==> src/rtl/dm_arbiter.sv <==
`default_nettype none
// ============================================================================
//  Module      : dm_arbiter
//  Description : Single-port data memory arbiter. The pipeline MEM stage has
//                priority; a burst loader/debug port fills or dumps DM blocks
//                and is force-granted after MAX_WAIT consecutive denials.
//  Revision    : 1.0  initial release
// ============================================================================
module dm_arbiter #(
    parameter int MAX_WAIT = 4,
    parameter int LEN_W    = 8
) (
    input  logic             clk,
    input  logic             rst,
    // pipeline MEM stage
    input  logic [15:0]      p_addr,
    input  logic [15:0]      p_wdata,
    input  logic             p_re,
    input  logic             p_we,
    output logic [15:0]      p_rdata,
    output logic             p_stall,
    // burst loader / debug port
    input  logic             l_start,
    input  logic             l_wr,
    input  logic [15:0]      l_base,
    input  logic [LEN_W-1:0] l_len,
    input  logic [15:0]      l_wdata,
    output logic             l_wack,
    output logic [15:0]      l_rdata,
    output logic             l_rvld,
    output logic             l_busy,
    output logic             l_done,
    // data memory
    output logic [15:0]      dm_addr,
    output logic             dm_re,
    output logic             dm_we,
    output logic [15:0]      dm_wdata,
    input  logic [15:0]      dm_rdata
);

    localparam int                WAIT_W     = $clog2(MAX_WAIT + 1);
    localparam logic [WAIT_W-1:0] c_max_wait = WAIT_W'(MAX_WAIT);

    typedef enum logic [1:0] {
        S_IDLE  = 2'd0,
        S_BURST = 2'd1,
        S_DONE  = 2'd2
    } state_t;

    state_t             state_q;
    logic [15:0]        addr_q;
    logic [LEN_W-1:0]   rem_q;
    logic [WAIT_W-1:0]  wait_q;
    logic [WAIT_W-1:0]  wait_d;
    logic               dir_q;
    logic [15:0]        l_rdata_q;
    logic               l_rvld_q;

    logic               w_preq;
    logic               w_lgnt;

    // Loader grant: only while bursting, when the pipeline is quiet or the
    // loader has been starved long enough. Reset suppresses any grant.
    always_comb begin
        w_preq = p_re | p_we;
        w_lgnt = ~rst && (state_q == S_BURST) && (~w_preq || (wait_q == c_max_wait));
    end

    // Starvation counter next value: counts denied burst cycles, saturating.
    always_comb begin
        wait_d = '0;
        if ((state_q == S_BURST) && ~w_lgnt) begin
            wait_d = (wait_q == c_max_wait) ? wait_q : wait_q + WAIT_W'(1);
        end
    end

    // DM mux: loader access when granted, otherwise the pipeline access.
    // Write wins over read for the pipeline; everything quiet under reset.
    always_comb begin
        dm_addr  = w_lgnt ? addr_q  : p_addr;
        dm_wdata = w_lgnt ? l_wdata : p_wdata;
        dm_we    = w_lgnt ? dir_q   : (~rst & p_we);
        dm_re    = w_lgnt ? ~dir_q  : (~rst & p_re & ~p_we);
        p_stall  = w_lgnt & w_preq;
        l_wack   = w_lgnt & dir_q;
        l_busy   = ~rst & (state_q == S_BURST);
        l_done   = ~rst & (state_q == S_DONE);
        p_rdata  = dm_rdata;
        l_rdata  = l_rdata_q;
        l_rvld   = l_rvld_q;
    end

    // Burst sequencer: state, address/length counters and read-data capture.
    always_ff @(posedge clk) begin
        if (rst) begin
            state_q   <= S_IDLE;
            addr_q    <= '0;
            rem_q     <= '0;
            wait_q    <= '0;
            dir_q     <= 1'b0;
            l_rdata_q <= '0;
            l_rvld_q  <= 1'b0;
        end else begin
            wait_q   <= wait_d;
            l_rvld_q <= w_lgnt & ~dir_q;
            if (w_lgnt && !dir_q) begin
                l_rdata_q <= dm_rdata;
            end
            case (state_q)
                S_IDLE: begin
                    if (l_start) begin
                        if (l_len != '0) begin
                            state_q <= S_BURST;
                            addr_q  <= l_base;
                            rem_q   <= l_len;
                            dir_q   <= l_wr;
                        end else begin
                            state_q <= S_DONE;
                        end
                    end
                end
                S_BURST: begin
                    if (w_lgnt) begin
                        addr_q <= addr_q + 16'd1;
                        rem_q  <= rem_q - LEN_W'(1);
                        if (rem_q == LEN_W'(1)) begin
                            state_q <= S_DONE;
                        end
                    end
                end
                S_DONE:  state_q <= S_IDLE;
                default: state_q <= S_IDLE;
            endcase
        end
    end

endmodule
`default_nettype wire
==> config.mk <==
export PLATFORM = sky130hd
export DESIGN_NAME = dm_arbiter
export DESIGN_NICKNAME = d
export VERILOG_FILES = /design/src/rtl/dm_arbiter.sv
export SDC_FILE = /design/constraint.sdc
export NUM_CORES = 1
export LEC_CHECK = 0
export CORE_ASPECT_RATIO = 0.5
export CORE_MARGIN = 5
export CORE_UTILIZATION = 25
export CTS_CLUSTER_DIAMETER = 150
export CTS_CLUSTER_SIZE = 30
export DETAILED_ROUTE_END_ITERATION = 8
export PLACE_DENSITY = 0.54
export SLEW_MARGIN = 40
export SYNTH_ARGS = -nofsm -noshare
export SYNTH_HDL_FRONTEND = slang
export SYNTH_SLANG_ARGS = --single-unit
==> constraint.sdc <==
create_clock -name clk -period 4.92 [get_ports clk]
set_input_delay 0.738 -clock clk [delete_from_list [all_inputs] [get_ports clk]]
set_output_delay 0.738 -clock clk [all_outputs]
set_load 0.03 [all_outputs]
Word-level counts from Yosys, hierarchy flattened
Index checks and enable logic that the tools add are counted.

Input bits: 94. Register bits after elaboration: 47. Output and inout port bits: 71.

Equal/unequal tests: 8. Bitwise operators: 15. Mux-type cells: 17. $add $sub $neg: 3. Reductions and logical operators: 13.

Operator list (count): two-way mux 16 bit (5); case mux 16 bit (2 select lines) (1); two-way mux 8 bit (3); adder 16 x 1 -> 16 bit (second input constant) (1); case mux 8 bit (2 select lines) (1); bitwise AND 1 bit (8); == test 8 x 1 -> 1 bit (second input constant) (1); two-way mux 2 bit (4); nonzero test 8 bit (1); subtractor 8 x 1 -> 8 bit (second input constant) (1); inequality test 2 bit (second input constant) (3); NOT 1 bit (6); AND reduction 3 bit (2); logical AND 1 bit (4); case mux 2 bit (2 select lines) (1); AND reduction 4 bit (1); adder 3 x 1 -> 3 bit (second input constant) (1); == test 3 bit (second input constant) (1); == test 2 x 1 -> 1 bit (second input constant) (1); == test 2 bit (second input constant) (1); zero test 2 bit (1); two-way mux 1 bit (2); inequality test 2 x 1 -> 1 bit (second input constant) (1); nonzero test 2 bit (1); other kinds (4) (4).

Depth between registers and ports, before layout
Gate-level depths: netlist of the first run.

Depth in word-level cells: 8. Gate-level depth with buffers: 9. Gate-level depth less buffers: 7.

Least setup slack after synthesis of the first run
Ideal clock, no wire load.

Kind: input -> output. Start: in p_re. End: out dm_re. Setup slack: 1801 ps. Arrival: 2381 ps. Cell stages on the path: 4. Path through: a2bb2oi_1 nor3_2 clkbuf_1 o41ai_1.

Word-level cells in the longest chain between the ends: 5. Elaborated cells between the ends (all ways): 7. Those cells by class: mux (1); bitwise (4); reduce/logical (2).

Ends and longest elaborated chain: start, declared (line 18) `input logic p_re,`; OR 1 bit (line 65) `w_preq = p_re | p_we;`; NOT 1 bit (line 66) `w_lgnt = ~rst && (state_q == S_BURST) && (~w_preq || (wait_q == c_max_wait));`; logical OR 1 bit (line 66); logical AND 1 bit (line 66); two-way mux 1 bit * (line 83) `dm_re = w_lgnt ? ~dir_q : (~rst & p_re & ~p_we);`; end, declared (line 35) `output logic dm_re,`.

Mark *: on every way between the ends. The rest lies on a longest branch, timed or not.

Final worst setup path of the first run
Start: in p_we. End: out dm_wdata[12].

Word-level cells in the longest chain between the ends: 5.

Ends and longest elaborated chain: start, declared (line 19) `input logic p_we,`; OR 1 bit (line 65); NOT 1 bit (line 66); logical OR 1 bit (line 66); logical AND 1 bit (line 66); two-way mux 16 bit (line 81) `dm_wdata = w_lgnt ? l_wdata : p_wdata;`; end, declared (line 37) `output logic [15:0] dm_wdata,`.

No other way between the ends.

==> results.yml, run 1 <==
run_status:
  status: "completed"
sta:
  finalMaxSlewViolations: 0
  fin_crit_sh_pct: 84.0
  rsz0062_at_grt: "false"
  relSlewSlack_pct: 51.8
  setup_tns_ns: 0
  fin_skew_ns: 0.00810
  finalHoldViolCount: 0
  fmax_mhz: 242
  fin_crit_ns: 4.13
  tightest_slew_ns: 0.723
  setup_viol: 0
  fin_ws_ns: 0.787
synthesis:
  yosysTopAreaCellShare_pct: 31.0
  syn_nets: 539
  yosysSeqAreaShare_pct: 31.0
  synth_area_sq_um: 3040
  synthCells: 440
  synth_cell_type_count: 52
  synth_flop_cell: "dfxtp_1"
  synth_area_leaders: "dfxtp_1, nand2_1, a21oi_1"
  yosys.area.top_type: "dfxtp_1"
  synth_edf_count: 0
  async_flop_share_pct: 0
  syn_area_per_cell_sq_um: 6.90
  yosysWarnings: 0
  synth_seq_cells: 47
clock_network:
  ctsResizeCount: 0
  cts_tree: "yes"
  clock_latency_ns: 0.29
  htreeDepth: 2
  cts_buffer_depth: 2
  hold_buffers: 0
  cts-root-buf: "clkbuf_16"
  cts.sink_count: 47
  numCtsBuffers: 5
  post_cts_buffers: 0
  clk_pin_slew_worst_paths_ns: 0.06
detailed_routing:
  vias: 3554
  dr.pass1.iters: 4
  drc: 0
  wl_per_cell_microns: 15.2
  antenna_left: 0
  dr.first_iter.drc_count: 242
  drt-total-wl_mm: 11.2
  viasPerCell: 4.82
placement:
  portBuffers: 164
  dpl.hpwl_mm: 8.13
  post-place-ws_ns: 0.763
  gp_congestion: 0.752
worst_setup_path:
  cp.arrival_ns: 3.39
  r2r_start: "wait_q[0]$_SDFFE_PP0N_"
  crit_start: "p_we"
  crit_required_ns: 4.18
  crit_type: "in2out"
  critPathCaptureType: "output pin"
  rr_worst_depth: 7
  cp-start-kind: "input pin"
  r2r-end: "addr_q[11]$_SDFFE_PP0P_"
  setup.worst_path.end: "dm_wdata[12]"
  path_max_fanout: 41
  r2r_slack_ns: 2.19
die:
  io_pins: 165
  core_sq_um: 11800
  die_area_sq_um: 14600
  num_rows: 28
  initial_core_util_pct: 25.6
  die_h_microns: 87.9
  die_width_microns: 166
pwr:
  ir_drop_v: 0.000110
  power_density_nw_per_um2: 227
  p_leak_nw: 1.80
cells_and_area:
  seq_area_sq_um: 941
  diodes: 0
  multi_input_area_sq_um: 1790
  nFillCells: 1266
  drive_gt1_share_pct: 4.89
  fin_nets: 671
  area_growth_syn_to_layout_pct: 58.8
grt:
  grt_pass1_vias: 3421
  track_usage_pct: 14.6
  grt_max_degree: 52
  antenna_found_initial: 0
  grt_pass1_wl_mm: 17.8
  grt_overflow_total: 0
flow_run:
  max_cap_violations: 0
min_path:
  hold_path_depth: 1
  hold_class: "reg2reg"
  hp-start: "wait_q[0]$_SDFFE_PP0N_"
## flip-flops by register name, summed over array words and instances (netlist names)
signal   flops
addr_q      16
wait_q       3
l_rvld       1
state_q      2
l_rdata     16
rem_q        8
dir_q        1
## cells in the mapped netlist (2+ instances only)
cell	instances
a21oi_1	37
a221oi_1	6
a22o_1	2
a22oi_1	7
a2bb2oi_1	3
a31o_2	4
a31oi_1	2
a32o_1	3
a32oi_1	2
and2_1	2
and3_1	4
buf_1	7
buf_2	8
buf_4	18
clkbuf_1	11
dfxtp_1	47
ha_1	5
inv_1	11
nand2_1	150
nand3_1	8
nand4_1	4
nor2_1	18
nor2b_1	4
nor3_1	9
nor3b_1	5
nor4_1	4
o21ai_0	8
o22ai_1	5
o31a_1	3
o32ai_1	13
o41ai_1	2
or4_1	8
## worst min path at each step
stage | to | slack (ns)
6_report | wait_q[0]$_SDFFE_PP0N_ | 0.45
5_1_grt | wait_q[0]$_SDFFE_PP0N_ | 0.47
3_3_place_gp | wait_q[0]$_SDFFE_PP0N_ | 0.43
4_1_cts | wait_q[0]$_SDFFE_PP0N_ | 0.45
3_5_place_dp | wait_q[0]$_SDFFE_PP0N_ | 0.44
2_1_floorplan | wait_q[0]$_SDFFE_PP0N_ | 0.42
## cell usage in the layout, fill, tap and decap left out, types with 4 or more instances in the layout
cell,Yosys,routed
a31o_2,4,4
inv_1,11,11
buf_4,18,8
a21oi_1,37,37
clkbuf_16,0,5
o32ai_1,13,13
dfxtp_1,47,47
nand2_1,150,150
and3_1,4,4
nor3b_1,5,5
nor2_1,18,17
ha_1,5,5
or4_1,8,8
clkdlybuf4s50_1,0,163
o21ai_0,8,8
a22oi_1,7,7
nand4_1,4,4
nor2b_1,4,4
a221oi_1,6,6
nor3_1,9,9
o22ai_1,5,5
nand3_1,8,8
## routing by layer
layer  share of wire, %  up-vias  GRT usage (%)
met2                 48      106           24.8
met5                  0        -              0
met4                1.1        0           2.99
li1                   -     1806              -
met3                5.9        8           4.19
met1                 45     1634           18.8
## stage by stage
stage          util, %  power, mW  hold slack [ns]  cell area, sq um  cells
5_1_grt           40.7       1.15            0.466              4820    738
2_1_floorplan        -      0.607            0.417              3040    440
4_1_cts           40.7       1.11            0.454              4810    738
3_5_place_dp      39.5      0.764            0.438              4680    730
6_report          40.7       1.09            0.452              4820    738
3_3_place_gp      39.5      0.763            0.431              4670    730
## critical path, cell delays in order
cell	delay, ns
clkdlybuf4s50_1	0.53
a2bb2oi_1	0.48
or3_2	0.70
nand2_1	0.16
nand2_1	0.10
clkdlybuf4s50_1	0.67
## power breakdown
part | internal [mW] | switching [mW]
clock network | 0.188 | 0.150
logic | 0.163 | 0.171
registers | 0.399 | 0.0221
total | 0.751 | 0.343
## cell type report
| type | count | area share, % |
|---|---|---|
| multi-input combinational | 333 | 37.0 |
| timing repair buffer | 172 | 35.2 |
| sequential | 47 | 19.5 |
| tap | 165 | 4.28 |
| clock buffer | 7 | 2.75 |
| inverter | 13 | 1.12 |
| clock inverter | 1 | 0.104 |
## logic make-up after synthesis
| group | Yosys count | synth area share (%) |
|---|---|---|
| compound gates | 104 | 23.5 |
| fa+ha+maj | 5 | 2.06 |
| flops | 47 | 31.0 |
| simple gates | 224 | 32.7 |
| buf+inv | 60 | 10.8 |
(Power assumes the default switching activity.)
==> inputs of run 2 (changes only) <==
Settings changed: PLACE_DENSITY 0.54 to 0.56.
Clock period 4.92 ns to 3.45 ns, I/O delays scaled along.
==> results.yml, run 2 (synthesis gave the netlist of run 1 again) <==
worst_setup_path:
  crit_required_ns: 2.93
  cp_slowest_cell: "clkdlybuf4s50_1"
  r2r-end: "addr_q[2]$_SDFFE_PP0P_"
  cp-start-kind: "input pin"
  path_buf_inv: 2
  cpPeakStageDelay_ns: 0.69
  crit_type: "in2out"
  cp.arrival_ns: 2.51
  r2r_slack_ns: 1.23
  path_cells: "clkdlybuf4s50_1, a2bb2oi_1, or3_2, nor2_1, clkdlybuf4s50_1"
  path_max_fanout: 6
  path_common_cell: "clkdlybuf4s50_1"
  critPathTopFamily: "buffers and inverters"
  rr_worst_depth: 7
  r2r_start: "wait_q[0]$_SDFFE_PP0N_"
  critPathCaptureType: "output pin"
detailed_routing:
  viasPerCell: 4.74
  antenna_left: 0
  vias: 3507
  drt-total-wl_mm: 10.9
  drt-met1-wl_mm: 5.05
  wl_per_cell_microns: 14.7
  wl_met3_microns: 559
  dr.first_iter.drc_count: 257
  maxUsedRoutingLayer: "met4"
  met2_wirelength_mm: 5.21
  drc: 0
  dr.pass1.iters: 4
grt:
  grt_pass1_wl_mm: 17.2
  track_usage_pct: 14.0
  grt_overflow_total: 0
  grt_pass1_vias: 3297
  antenna_found_initial: 0
  grt_max_degree: 58
placement:
  portBuffers: 164
  dpl.hpwl_mm: 8.11
  post-place-ws_ns: 0.421
  gp_congestion: 0.759
min_path:
  hold_class: "reg2reg"
  hp-start: "wait_q[0]$_SDFFE_PP0N_"
  hold_end: "wait_q[0]$_SDFFE_PP0N_"
  hold_path_depth: 1
clock_network:
  htreeDepth: 2
  ctsResizeCount: 0
  cts_tree: "yes"
  post_cts_buffers: 0
  clk_pin_slew_worst_paths_ns: 0.06
  cts.sink_count: 47
  cts_buffer_depth: 2
  numCtsBuffers: 5
  clock_latency_ns: 0.28
  cts-root-buf: "clkbuf_16"
  hold_buffers: 0
sta:
  fmax_mhz: 330
  setup_tns_ns: 0
  setup_viol: 0
  rsz0062_at_grt: "false"
  fin_ws_ns: 0.418
  holdWs_ns: 0.451
  tightest_slew_ns: 0.581
  fin_crit_sh_pct: 87.9
  relSlewSlack_pct: 60.9
  finalMaxSlewViolations: 0
  finalHoldViolCount: 0
  fin_skew_ns: 0.00735
  fin_crit_ns: 3.03
die:
  die_area_sq_um: 14600
  die_h_microns: 87.9
  num_rows: 28
  core_sq_um: 11800
  initial_core_util_pct: 25.6
  io_pins: 165
  die_width_microns: 166
flow_run:
  max_cap_violations: 0
cells_and_area:
  nFillCells: 1245
  drive_gt1_share_pct: 11.3
  final_cell_mix: "nand2_1, clkdlybuf4s50_1, dfxtp_1"
  area_growth_syn_to_layout_pct: 57.0
  final_util_pct: 40.2
  fin_nets: 675
  final_common_cell: "nand2_1"
  diodes: 0
run_status:
  status: "completed"
pwr:
  power_mw: 1.53
  power_density_nw_per_um2: 321
  p_leak_nw: 1.85
  ir_drop_v: 0.000241
run 2: cell types whose count changed in the layout (fill, tap and decap cells not counted):
| cell | previous run | this run |
|---|---|---|
| clkbuf_1 | 2 | 1 |
| clkinv_2 | 1 | 0 |
| nor2_2 | 1 | 0 |
| nor2_1 | 17 | 18 |
| buf_12 | 0 | 1 |
| clkdlybuf4s50_1 | 163 | 128 |
| buf_4 | 8 | 46 |
run 2: metrics by stage:
stage | instances | cell area (sq um)
finish | 740 | 4760
global route | 740 | 4760
CTS | 740 | 4760
detailed placement | 734 | 4640
global placement | 734 | 4630
floorplan | 440 | 3040
run 2: worst max-delay path by stage:
stage | from | to | slack [ns] | cells past startpoint
after floorplan | wait_q[0]$_SDFFE_PP0N_ | dm_re | 0.72 | 6
after global placement | p_we | p_stall | 0.45 | 5
after CTS | p_we | p_stall | 0.42 | 5
after detailed placement | p_we | p_stall | 0.42 | 5
after global routing | p_we | dm_addr[0] | 0.35 | 7
final | p_we | p_stall | 0.42 | 5
run 2: final cells by class:
type	count	area, sq um	area share [%]
multi-input cells	333	1780	37.4
well taps	165	206	4.33
repair buffers	176	1650	34.7
flip-flops and latches	47	941	19.7
clock buffers	6	129	2.70
inverters	13	53.8	1.13
run 2: per-layer routing:
metal	GRT usage, %	vias to the layer above
met4	1.72	0
met3	3.70	2
met2	23.7	92
li1	-	1805
met1	18.8	1608
met5	0	-
run 2: worst register-to-register path: stages, from the launching register on:
cell       delay (ns)
dfxtp_1          0.35
inv_1            0.05
ha_1             0.20
a2bb2oi_1        0.49
nor3_4           0.18
nor2_1           0.47
buf_4            0.26
o32ai_1          0.09
run 2: power by group:
part / internal (mW) / switching [mW]
clock: 0.261 / 0.199
combinational: 0.226 / 0.244
sequential: 0.570 / 0.0307
total: 1.06 / 0.473
